## config.mk

```make
export PLATFORM = sky130hd
export DESIGN_NAME = datapath_ctrl
export DESIGN_NICKNAME = d
export VERILOG_FILES = /design/src/rtl/datapath_pkg.sv /design/src/rtl/datapath_ctrl_decode.sv /design/src/rtl/datapath_ctrl.sv
export SDC_FILE = /design/constraint.sdc
export NUM_CORES = 1
export LEC_CHECK = 0
export CAP_MARGIN = 20
export CORE_MARGIN = 2
export CORE_UTILIZATION = 54
export DETAILED_ROUTE_END_ITERATION = 7
export PLACE_DENSITY = 0.83
export SLEW_MARGIN = 10
export SYNTH_ARGS = -nofsm -noshare
export SYNTH_HDL_FRONTEND = slang
export SYNTH_SLANG_ARGS = --single-unit
```

## constraint.sdc

```tcl
create_clock -name clock -period 2.8 [get_ports clock]
set_input_delay 0.28 -clock clock [delete_from_list [all_inputs] [get_ports clock]]
set_output_delay 0.28 -clock clock [all_outputs]
set_load 0.05 [all_outputs]
```

## src/rtl/datapath_pkg.sv

```systemverilog
// Shared encodings for the RA/RB/RZ adder datapath control sequencer.
package datapath_pkg;

    localparam int CNT_W_DEF = 8;

    typedef enum logic [1:0] {
        S_IDLE = 2'd0,
        S_T0   = 2'd1,
        S_T1   = 2'd2,
        S_DONE = 2'd3
    } state_t;

    typedef enum logic [1:0] {
        OP_LDA  = 2'd0,
        OP_ADDA = 2'd1,
        OP_ACCB = 2'd2,
        OP_MOVB = 2'd3
    } opcode_t;

endpackage

```

## src/rtl/datapath_ctrl_decode.sv

```systemverilog
// Combinational strobe decode: (state, captured opcode) -> six datapath strobes.
module datapath_ctrl_decode
    import datapath_pkg::*;
(
    input  state_t  state,
    input  opcode_t op,
    output logic    ra_in,
    output logic    rb_in,
    output logic    rz_in,
    output logic    ra_out,
    output logic    rb_out,
    output logic    rz_out,
    output logic    two_step
);

    // Moore decode: strobes depend only on registered state and opcode.
    always_comb begin
        ra_in    = 1'b0;
        rb_in    = 1'b0;
        rz_in    = 1'b0;
        ra_out   = 1'b0;
        rb_out   = 1'b0;
        rz_out   = 1'b0;
        two_step = (op == OP_ADDA) || (op == OP_ACCB);
        case (state)
            S_T0: begin
                case (op)
                    OP_LDA:  ra_in = 1'b1;
                    OP_ADDA: begin ra_out = 1'b1; rz_in = 1'b1; end
                    OP_ACCB: begin rb_out = 1'b1; rz_in = 1'b1; end
                    OP_MOVB: begin ra_out = 1'b1; rb_in = 1'b1; end
                    default: ;
                endcase
            end
            S_T1: begin
                // Second step of both two-step ops writes the sum back to RB.
                if (two_step) begin
                    rz_out = 1'b1;
                    rb_in  = 1'b1;
                end
            end
            default: ;
        endcase
    end

endmodule

```

## src/rtl/datapath_ctrl.sv

```systemverilog
// Control sequencer for the RA/RB/RZ adder datapath.
//
// Handshake: start is sampled only while busy is low (IDLE); opcode and count
// are captured on that same edge and ignored afterwards. busy stays high from
// the first step until the DONE cycle inclusive; done pulses for exactly one
// cycle (the DONE state), and the next start is accepted one cycle later.
module datapath_ctrl
    import datapath_pkg::*;
#(
    parameter int CNT_W = CNT_W_DEF
) (
    input  logic             clock,
    input  logic             clear,
    input  logic             start,
    input  logic [1:0]       opcode,
    input  logic [CNT_W-1:0] count,
    output logic             busy,
    output logic             done,
    output logic             RAin,
    output logic             RBin,
    output logic             RZin,
    output logic             RAout,
    output logic             RBout,
    output logic             RZout,
    output state_t           state_dbg
);

    localparam logic [CNT_W-1:0] ONE = CNT_W'(1);

    state_t            state;
    state_t            state_nxt;
    opcode_t           op_q;
    logic [CNT_W-1:0]  cnt_q;
    logic [CNT_W-1:0]  iter_q;
    logic              two_step;
    logic              last_iter;
    logic              step_end;

    // Equality compare lets count = all-ones finish without the counter wrapping.
    assign last_iter = (iter_q == cnt_q);
    // An iteration ends in T0 for single-step ops and in T1 for two-step ops.
    assign step_end  = ((state == S_T0) && !two_step) || (state == S_T1);

    assign busy      = (state != S_IDLE);
    assign done      = (state == S_DONE);
    assign state_dbg = state;

    datapath_ctrl_decode u_decode (
        .state    (state),
        .op       (op_q),
        .ra_in    (RAin),
        .rb_in    (RBin),
        .rz_in    (RZin),
        .ra_out   (RAout),
        .rb_out   (RBout),
        .rz_out   (RZout),
        .two_step (two_step)
    );

    // State register; clear overrides every transition.
    always_ff @(posedge clock) begin
        if (clear) state <= S_IDLE;
        else       state <= state_nxt;
    end

    // Next-state logic.
    always_comb begin
        state_nxt = state;
        case (state)
            S_IDLE: if (start) state_nxt = S_T0;
            S_T0: begin
                if (two_step)       state_nxt = S_T1;
                else if (last_iter) state_nxt = S_DONE;
                else                state_nxt = S_T0;
            end
            S_T1:   state_nxt = last_iter ? S_DONE : S_T0;
            S_DONE: state_nxt = S_IDLE;
            default: state_nxt = S_IDLE;
        endcase
    end

    // Operand capture at acceptance and iteration counting at each iteration end.
    always_ff @(posedge clock) begin
        if (clear) begin
            op_q   <= OP_LDA;
            cnt_q  <= '0;
            iter_q <= '0;
        end else if ((state == S_IDLE) && start) begin
            op_q   <= opcode_t'(opcode);
            cnt_q  <= (count == '0) ? ONE : count;
            iter_q <= ONE;
        end else if (step_end && !last_iter) begin
            iter_q <= iter_q + ONE;
        end
    end

endmodule

```

==> metrics.txt, run 1 <==
layout cells sized above 1=0.0679; Max Buffers Root-to-Sink=2; Setup Skew=0.00227 ns; total power=0.779 mW; ANT cells=0; CP endpoint kind=output port; final wirelength=2.42 mm; GP Congestion=0.884; arrival time worst endpoint=2.27 ns; CTS tree=done; register area share after synthesis=0.343; switching power=0.248 mW; Initial Util=0.583; RR Startpoint=state_dbg[1]$_SDFFE_PP0P_; Multi-input gate area=733 um2; Util after Layout=0.731; CTS Buf Count=3; Filler Cell Count=157; Synth Cell Area=1170 um2; maximum clock frequency=392 MHz; RSZ-0062 raised after global routing=false; HP Start=cnt_q[5]$_SDFFE_PP0P_; Die Wd=50.5 um; clk root buf=clkbuf_4; largest net degree at the start of global routing=18; top cell type's share of synthesized area=0.343; CTS resizes=0; outcome=complete, no violations; hold_buf cts=0; measured slew at the worst slew-check pin=0.590 ns; cell internal pwr=0.531 mW; Synth area leader=dfxtp_1; Clk network pwr share=0.307; nets@finish=186; Top FF cell, synth=dfxtp_1; PortBufs=22; peak supply drop=0.405 mV; Routed wire per std cell=12.8 um; cell count of the worst hold path=2; Mapped Cells=139; # H-tree levels=1; Post-synth EDFFs=0; static leakage=0.571 nW; Vias per Instance=5.39; first-pass GRT wire length=4.44 mm; Syn-to-layout area delta=25.3%; number of max-cap violations=0; GRT Total Usage=0.229; grt total ovfl=0; count of final hold-check violations=0; Setup violations, final=0; # IOs=23; Comb power frac=0.281; Critical R2R Capture=iter_q[0]$_SDFFE_PP0P_; Setup TNS Final=0 ns; pre-CTS WS=0.617 ns; crit path kind=flop to output port; R2R depth=7; Max Transition Viols Final=0; Rows=16; Distinct cells, synth=29; clk sink count=20; sequential group share of total power=0.411; Pre-antenna DRT Iters=4; Reg clk slew, reported paths=0.12 ns; synthesized area per cell=8.40 um2; synth top area cells=dfxtp_1 34%, ha_1 11%, nand2_1 8.4%; Synth warnings=0; Clk Latency, worst-skew pair=0.31 ns; worst hold slack=0.478 ns; CP Max Fanout=4; min Tclk post-route=2.55 ns; Reg area=400 um2; vias in the first global route=1018; ys async rst share=0; PD cells=533 nW/um2; antenna-violating nets left=0; Post-CTS Repair Setup Buffers=0; post-detailed-route DRC marker count=0; Worst EP required=2.52 ns; post-synthesis register bit count=20; final worst slack=0.252 ns; Via Count=1018; antenna violations before repair=0; relative slew slack=0.605; post-detail-place hpwl=1.89 mm; Net Sw Frac=0.319; Post-Syn Nets=162; DIE HEIGHT=50.5 um; hold endpoint=cnt_q[5]$_SDFFE_PP0P_; FF-to-FF setup slack=0.84 ns; Iter 0 DRT Violations=47; Critical Path Source Type=flop; core box area=2000 um2; Worst Hold Class=flop to flop; Die ar.=2550 um2; final period utilization=0.910
-- cells by family (layout without fill, tap and decap cells) --
group,after synthesis,after routing,synth area share
adder cells (fa/ha/maj),10,10,0.107
AND/OR/NAND/NOR,62,62,0.277
buffers and inverters,9,32,0.0289
flip-flops,20,20,0.343
multiplexers,1,1,0.00857
AO/OA/AOI/OAI,25,25,0.146
XOR/XNOR,12,12,0.0900
-- per-layer routing --
metal,part of all wire,vias up,GRT usage
met5,0,-,0
met1,0.45,469,0.277
met4,0.024,0,0.0901
li1,-,521,-
met3,0.034,7,0.0446
met2,0.49,21,0.397
-- how the worst max path moves through the flow --
stage / cells after the start / slack, ns / end / start
floorplan: 4 / 0.33 / RBin / state_dbg[1]$_SDFFE_PP0P_
global placement: 6 / 0.71 / RBin / op_q[0]$_SDFFE_PP0P_
detailed placement: 6 / 0.62 / RBin / op_q[0]$_SDFFE_PP0P_
CTS: 6 / 0.24 / RBin / op_q[0]$_SDFFE_PP0P_
global route: 6 / 0.17 / RBin / op_q[0]$_SDFFE_PP0P_
finish: 6 / 0.25 / RBin / op_q[0]$_SDFFE_PP0P_
-- cell type report --
class	instances	area share
Clock inverter	1	0.0205
Clock buffer	3	0.0154
Sequential cell	20	0.274
Inverter	6	0.0154
Timing Repair Buffer	22	0.151
Tap cell	27	0.0231
Multi-Input combinational cell	110	0.501
-- cells in the mapped netlist (2+ instances only) --
cell / instances
xnor2_1: 4
nor2b_1: 2
a211oi_1: 2
nor3_1: 4
dfxtp_1: 20
or4_1: 2
inv_1: 6
clkbuf_1: 3
ha_1: 10
a21oi_1: 14
a31o_2: 2
xor2_1: 8
nor2_1: 12
nor4_4: 2
o21ai_0: 2
and2_1: 6
nand3_1: 3
nand2_1: 26
-- through the flow --
| step | std cells | instance area, um2 |
|---|---|---|
| floorplan | 139 | 1170 |
| global placement | 185 | 1410 |
| detailed placement | 185 | 1410 |
| CTS | 189 | 1460 |
| global route | 189 | 1460 |
| finish | 189 | 1460 |
-- power groups by stage --
stage	Clock [mW]	Sequential, mW	Combinational [mW]
final	0.240	0.321	0.219
after CTS	0.242	0.320	0.220
after detailed placement	0	0.327	0.219
after global routing	0.257	0.323	0.244
after floorplan	0	0.332	0.150
after global placement	0	0.325	0.216
-- layout by cell type (no fill, tap or decap), types with 3 or more instances in the layout --
master and instances:
a21oi_1 14, and2_1 6, clkbuf_4 3, clkdlybuf4s50_1 22
dfxtp_1 20, ha_1 10, inv_1 6, nand2_1 26
nand3_1 3, nor2_1 12, nor3_1 4, xnor2_1 4
xor2_1 8
-- critical path: stages (launching register included) --
cell,delay (ns)
dfxtp_1,0.41
inv_1,0.09
ha_1,0.32
and2_1,0.16
a21oi_1,0.05
nor2b_1,0.12
clkdlybuf4s50_1,0.81
-- registers in the layout (all words and copies together) (netlist names) --
register	flops
iter_q	8
op_q	2
cnt_q	8
state_dbg	2
(Power assumes the default switching activity.)
==> run 2, diff against run 1 <==
--- a/config.mk
+++ b/config.mk
@@ -7,10 +7,11 @@
 export LEC_CHECK = 0
 export CAP_MARGIN = 20
 export CORE_MARGIN = 2
-export CORE_UTILIZATION = 54
+export CORE_UTILIZATION = 53
 export DETAILED_ROUTE_END_ITERATION = 7
-export PLACE_DENSITY = 0.83
+export PLACE_DENSITY = 0.82
 export SLEW_MARGIN = 10
 export SYNTH_ARGS = -nofsm -noshare
 export SYNTH_HDL_FRONTEND = slang
+export SYNTH_HIERARCHICAL = 1
 export SYNTH_SLANG_ARGS = --single-unit
==> run 2 against run 1 <==
Cell count fell by 2.1%. Cell area fell by 5.4%. Wire length fell by 2.9%. Clock power fell by 30%. Sequential share of layout area rose by 1.6 points. Die area fell by 3.6%. Critical path depth fell by 1. Register-to-register slack improved by 0.11 ns. Synthesized cell count fell by 2.9%. Critical endpoint unchanged. Highest routed layer unchanged.
==> metrics.txt, run 2 <==
Top Registers=cnt_q: 8 flops, iter_q: 8 flops; Via Count=1003; core box area=1960 um2; ANT cells=0; CTS resizes=0; Max Buffers Root-to-Sink=2; Pre-antenna DRT Iters=4; antenna violations before repair=0; Synth Cell Area=1100 um2; Rows=16; post-synthesis register bit count=20; min Tclk post-route=2.37 ns; Syn-to-layout area delta=25.7%; Reg clk slew, reported paths=0.11 ns; Synth area leader=dfxtp_1; maximum clock frequency=423 MHz; Worst EP required=2.52 ns; CTS Buf Count=3; Commonest cells post-synth=30 x nand2_1, 20 x dfxtp_1, 15 x a21oi_1; nets@finish=180; outcome=complete, no violations; largest net degree at the start of global routing=20; synth top area cells=dfxtp_1 36%, nand2_1 10%, ha_1 9.1%; sequential group share of total power=0.450; Setup TNS Final=0 ns; PortBufs=22; ys async rst share=0; Post-Syn Nets=156; final period utilization=0.845; register area share after synthesis=0.364; peak supply drop=0.466 mV; Die ar.=2460 um2; cell internal pwr=0.479 mW; hold_buf cts=0; CP Max Fanout=5; leading cell types in the layout, fill and taps excluded=30 x nand2_1, 22 x clkdlybuf4s50_1, 20 x dfxtp_1; Clk Latency, worst-skew pair=0.30 ns; PD cells=532 nW/um2; vias in the first global route=888; Routed wire per std cell=12.7 um; top cell type's share of synthesized area=0.364; Setup Skew=0.00224 ns; Worst Hold Class=flop to flop; Setup violations, final=0; GRT Total Usage=0.205; measured slew at the worst slew-check pin=0.642 ns; design area=1380 um2; first-pass GRT wire length=3.86 mm; number of max-cap violations=0; DIE HEIGHT=49.6 um; relative slew slack=0.571; final wirelength=2.35 mm; Post-CTS Repair Setup Buffers=0; Die Wd=49.6 um; Initial Util=0.561; antenna-violating nets left=0; Post-synth EDFFs=0; switching power=0.258 mW; static leakage=0.604 nW; Iter 0 DRT Violations=22; Net Sw Frac=0.350; clk sink count=20; Vias per Instance=5.42; most common library cell in the layout ignoring fill and taps=nand2_1; Top FF cell, synth=dfxtp_1; crit path kind=flop to output port; layout cells sized above 1=0.0759; clk root buf=clkbuf_4; Clk network pwr share=0.227; Comb power frac=0.323; post-detailed-route DRC marker count=0; Mapped Cells=135; Placement Cell Area=1350 um2; Max Transition Viols Final=0; # H-tree levels=1; RSZ-0062 raised after global routing=false; Synth warnings=6; grt total ovfl=0; post-detail-place hpwl=1.74 mm; Critical Path Source Type=flop; # IOs=23; count of final hold-check violations=0; count leader, synth=nand2_1; CTS tree=done; arrival time worst endpoint=2.09 ns; Distinct cells, synth=30; CP endpoint kind=output port; synthesized area per cell=8.16 um2; GP Congestion=0.772
run 2: final timing paths:
path                                               end  cells past startpoint  slack, ns                   from
worst max-delay path                              RBin                      5       0.43   op_q[0]$_SDFFE_PP0P_
worst min-delay path             cnt_q[7]$_SDFFE_PP0P_                      2       0.48  cnt_q[7]$_SDFFE_PP0P_
worst max register to register  iter_q[2]$_SDFFE_PP0P_                      7       0.95   op_q[0]$_SDFFE_PP0P_
worst min register to register   cnt_q[7]$_SDFFE_PP0P_                      2       0.48  cnt_q[7]$_SDFFE_PP0P_
run 2: worst max-delay path: stages, from the launching register on:
cell	delay [ns]
dfxtp_1	0.39
inv_1	0.09
ha_1	0.34
a22oi_1	0.08
nor2_1	0.09
clkdlybuf4s50_1	0.80
run 2: final cells by class:
class | count | area [um2]
multi-input combinational | 104 | 659
fill | 169 | 578
clock buffer | 4 | 36.3
inverter | 7 | 26.3
timing repair buffer | 23 | 228
sequential | 20 | 400
tap | 27 | 33.8
run 2: stage by stage:
stage                     setup slack (ns)  instances  hold slack, ns  power (mW)  utilization
after floorplan                      0.727        135           0.416       0.497            -
after global placement               0.814        181           0.459       0.563        0.687
after detailed placement             0.781        181           0.466       0.570        0.687
after CTS                            0.418        185           0.482       0.740        0.705
after global routing                 0.287        185           0.509       0.777        0.705
final                                0.433        185           0.483       0.737        0.705
run 2: per-layer routing:
layer | track usage | vias up | wire length [um]
met5 | 0 | - | 0
met1 | 0.265 | 462 | 1030
met4 | 0.0694 | 0 | 28
li1 | - | 502 | -
met3 | 0.0303 | 6 | 120
met2 | 0.347 | 33 | 1160
run 2: power groups by stage:
stage	clock network [mW]	logic (mW)	registers [mW]
after global placement	0	0.229	0.335
after CTS	0.171	0.238	0.331
after floorplan	0	0.151	0.345
after detailed placement	0	0.233	0.337
final	0.167	0.238	0.331
after global routing	0.184	0.258	0.335
run 2: cell families (layout without fill, tap and decap cells):
kind of cell | count (synthesis) | after routing | share of synthesized area
multiplexers | 5 | 5 | 0.0455
AO/OA/AOI/OAI | 22 | 22 | 0.116
flip-flops | 20 | 20 | 0.364
AND/OR/NAND/NOR | 60 | 60 | 0.275
XOR/XNOR | 9 | 9 | 0.0716
adder cells (fa/ha/maj) | 8 | 8 | 0.0909
buffers and inverters | 11 | 34 | 0.0375
==> run 3, diff against run 2 <==
--- a/config.mk
+++ b/config.mk
@@ -7,9 +7,9 @@
 export LEC_CHECK = 0
 export CAP_MARGIN = 20
 export CORE_MARGIN = 2
-export CORE_UTILIZATION = 53
+export CORE_UTILIZATION = 49
 export DETAILED_ROUTE_END_ITERATION = 7
-export PLACE_DENSITY = 0.82
+export PLACE_DENSITY = 0.77
 export SLEW_MARGIN = 10
 export SYNTH_ARGS = -nofsm -noshare
 export SYNTH_HDL_FRONTEND = slang
==> constraint.sdc (replaced) <==
create_clock -name clock -period 2.4 [get_ports clock]
set_input_delay 0.24 -clock clock [delete_from_list [all_inputs] [get_ports clock]]
set_output_delay 0.24 -clock clock [all_outputs]
set_load 0.05 [all_outputs]
==> run 3 against run 2 <==
Flip-flop and latch count did not move. Clock skew rose by 0.0097 ns. Non-clock buffer count rose by 1. Wire length rose by 1.2%. Critical path type unchanged. Cell area rose by 2.2%.
==> metrics.txt, run 3 (synthesis results as in run 2) <==
outcome=complete, no violations; measured slew at the worst slew-check pin=0.532 ns; CTS tree=done; Placement Cell Area=1360 um2; Non-Filler Instances=187; RSZ-0062 raised after global routing=false; switching power=0.309 mW; cell internal pwr=0.635 mW; CP Max Fanout=5; CP top delay family=buffers and inverters; Die ar.=2640 um2; DIE HEIGHT=51.4 um; slowest CP cell=clkdlybuf4s50_1; Util after Layout=0.652; Initial Util=0.507; PortBufs=22; antenna violations before repair=0; Buf/Inv on CP=2; Worst path max stage delay=0.79 ns; GRT Total Usage=0.208; first-pass GRT wire length=4.19 mm; Worst Hold Class=flop to flop; GP Congestion=0.732; Rows=17; Top Registers=cnt_q: 8 flops, iter_q: 8 flops; cell count of the worst hold path=2; CTS Buf Count=3; post-detailed-route DRC marker count=0; Via Count=1005; Max Transition Viols Final=0; worst hold slack=0.477 ns; arrival time worst endpoint=2.04 ns; Pre-antenna DRT Iters=4; PD cells=668 nW/um2; # H-tree levels=1; CP endpoint kind=output port; crit path kind=flop to output port; leading cell types in the layout, fill and taps excluded=30 x nand2_1, 20 x dfxtp_1, 20 x clkdlybuf4s50_1; crit path cell chain=inv_1, ha_1, and2_1, clkdlybuf4s50_1; final worst slack=0.125 ns; core box area=2170 um2; Clk Latency, worst-skew pair=0.31 ns; number of max-cap violations=0; peak supply drop=0.427 mV; static leakage=0.652 nW; Reg clk slew, reported paths=0.11 ns; largest net degree at the start of global routing=17; antenna-violating nets left=0; pre-CTS WS=0.393 ns; Comb power frac=0.297; Routed wire per std cell=12.7 um; Vias per Instance=5.37; Max Buffers Root-to-Sink=2; # IOs=23; total power=0.944 mW; Crit path depth=4; count of final hold-check violations=0; relative slew slack=0.642; clk sink count=20; ANT cells=0; Worst EP required=2.16 ns; Setup TNS Final=0 ns; design area=1410 um2; placed cells=183; nets@finish=181; final wirelength=2.37 mm; Post-CTS Repair Setup Buffers=0; min Tclk post-route=2.28 ns; Iter 0 DRT Violations=27; maximum clock frequency=439 MHz; post-detail-place hpwl=1.72 mm; grt total ovfl=0; Die Wd=51.4 um; Critical Path Source Type=flop; layout cells sized above 1=0.0818; Syn-to-layout area delta=28.4%; vias in the first global route=929; sequential group share of total power=0.408; clk root buf=clkbuf_4; Net Sw Frac=0.327; Setup violations, final=0; most common library cell in the layout ignoring fill and taps=nand2_1; R2R depth=5; final period utilization=0.948; FF-to-FF setup slack=0.62 ns; Setup Skew=0.0119 ns; Clk network pwr share=0.295
-- run 3: cell types whose count changed in the layout (fill, tap and decap cells not counted) --
cell / before / now
clkbuf_8: 1 / 0
clkdlybuf4s50_1: 22 / 20
bufinv_16: 0 / 1
dlymetal6s2s_1: 0 / 2
buf_4: 1 / 2
-- run 3: layout make-up --
class / count / area, um2
clock buffer: 3 / 22.5
clock inverter: 1 / 30.0
fill: 203 / 756
inverter: 7 / 26.3
multi-input combinational: 104 / 659
sequential: 20 / 400
tap: 28 / 35.0
timing repair buffer: 24 / 240
-- run 3: routing by layer --
metal  GRT usage  share of wire  vias up
met5           0              0        -
met3      0.0380          0.035        8
met1       0.279           0.47      465
li1            -              -      506
met4      0.0658          0.022        0
met2       0.335           0.47       26
-- run 3: worst paths after layout --
check,start,endpoint
worst max-delay path,op_q[1]$_SDFFE_PP0P_,RZout
worst min-delay path,cnt_q[5]$_SDFFE_PP0P_,cnt_q[5]$_SDFFE_PP0P_
worst max register to register,iter_q[3]$_SDFFE_PP0P_,iter_q[0]$_SDFFE_PP0P_
worst min register to register,cnt_q[5]$_SDFFE_PP0P_,cnt_q[5]$_SDFFE_PP0P_
-- run 3: worst register-to-register path, delay by kind of cell, from the launching register on --
kind,cells,cell delay [ns]
AOI/OAI and AO/OA,2,0.33
xor gates and xnor gates,2,0.35
DFF,1,0.47
and+or+nand+nor,1,0.52
-- run 3: timing repair --
item,CTS,global route
endpoints found under the setup margin,0,2
endpoints found under the hold margin,0,0
resized for setup,0,2
hold buffers,0,0
-- run 3: power by group through the flow --
| stage | sequential, mW | clock, mW | combinational, mW |
|---|---|---|---|
| global placement | 0.391 | 0 | 0.270 |
| CTS | 0.385 | 0.280 | 0.280 |
| global route | 0.390 | 0.294 | 0.311 |
| detailed placement | 0.393 | 0 | 0.275 |
| floorplan | 0.403 | 0 | 0.176 |
| finish | 0.386 | 0.279 | 0.280 |
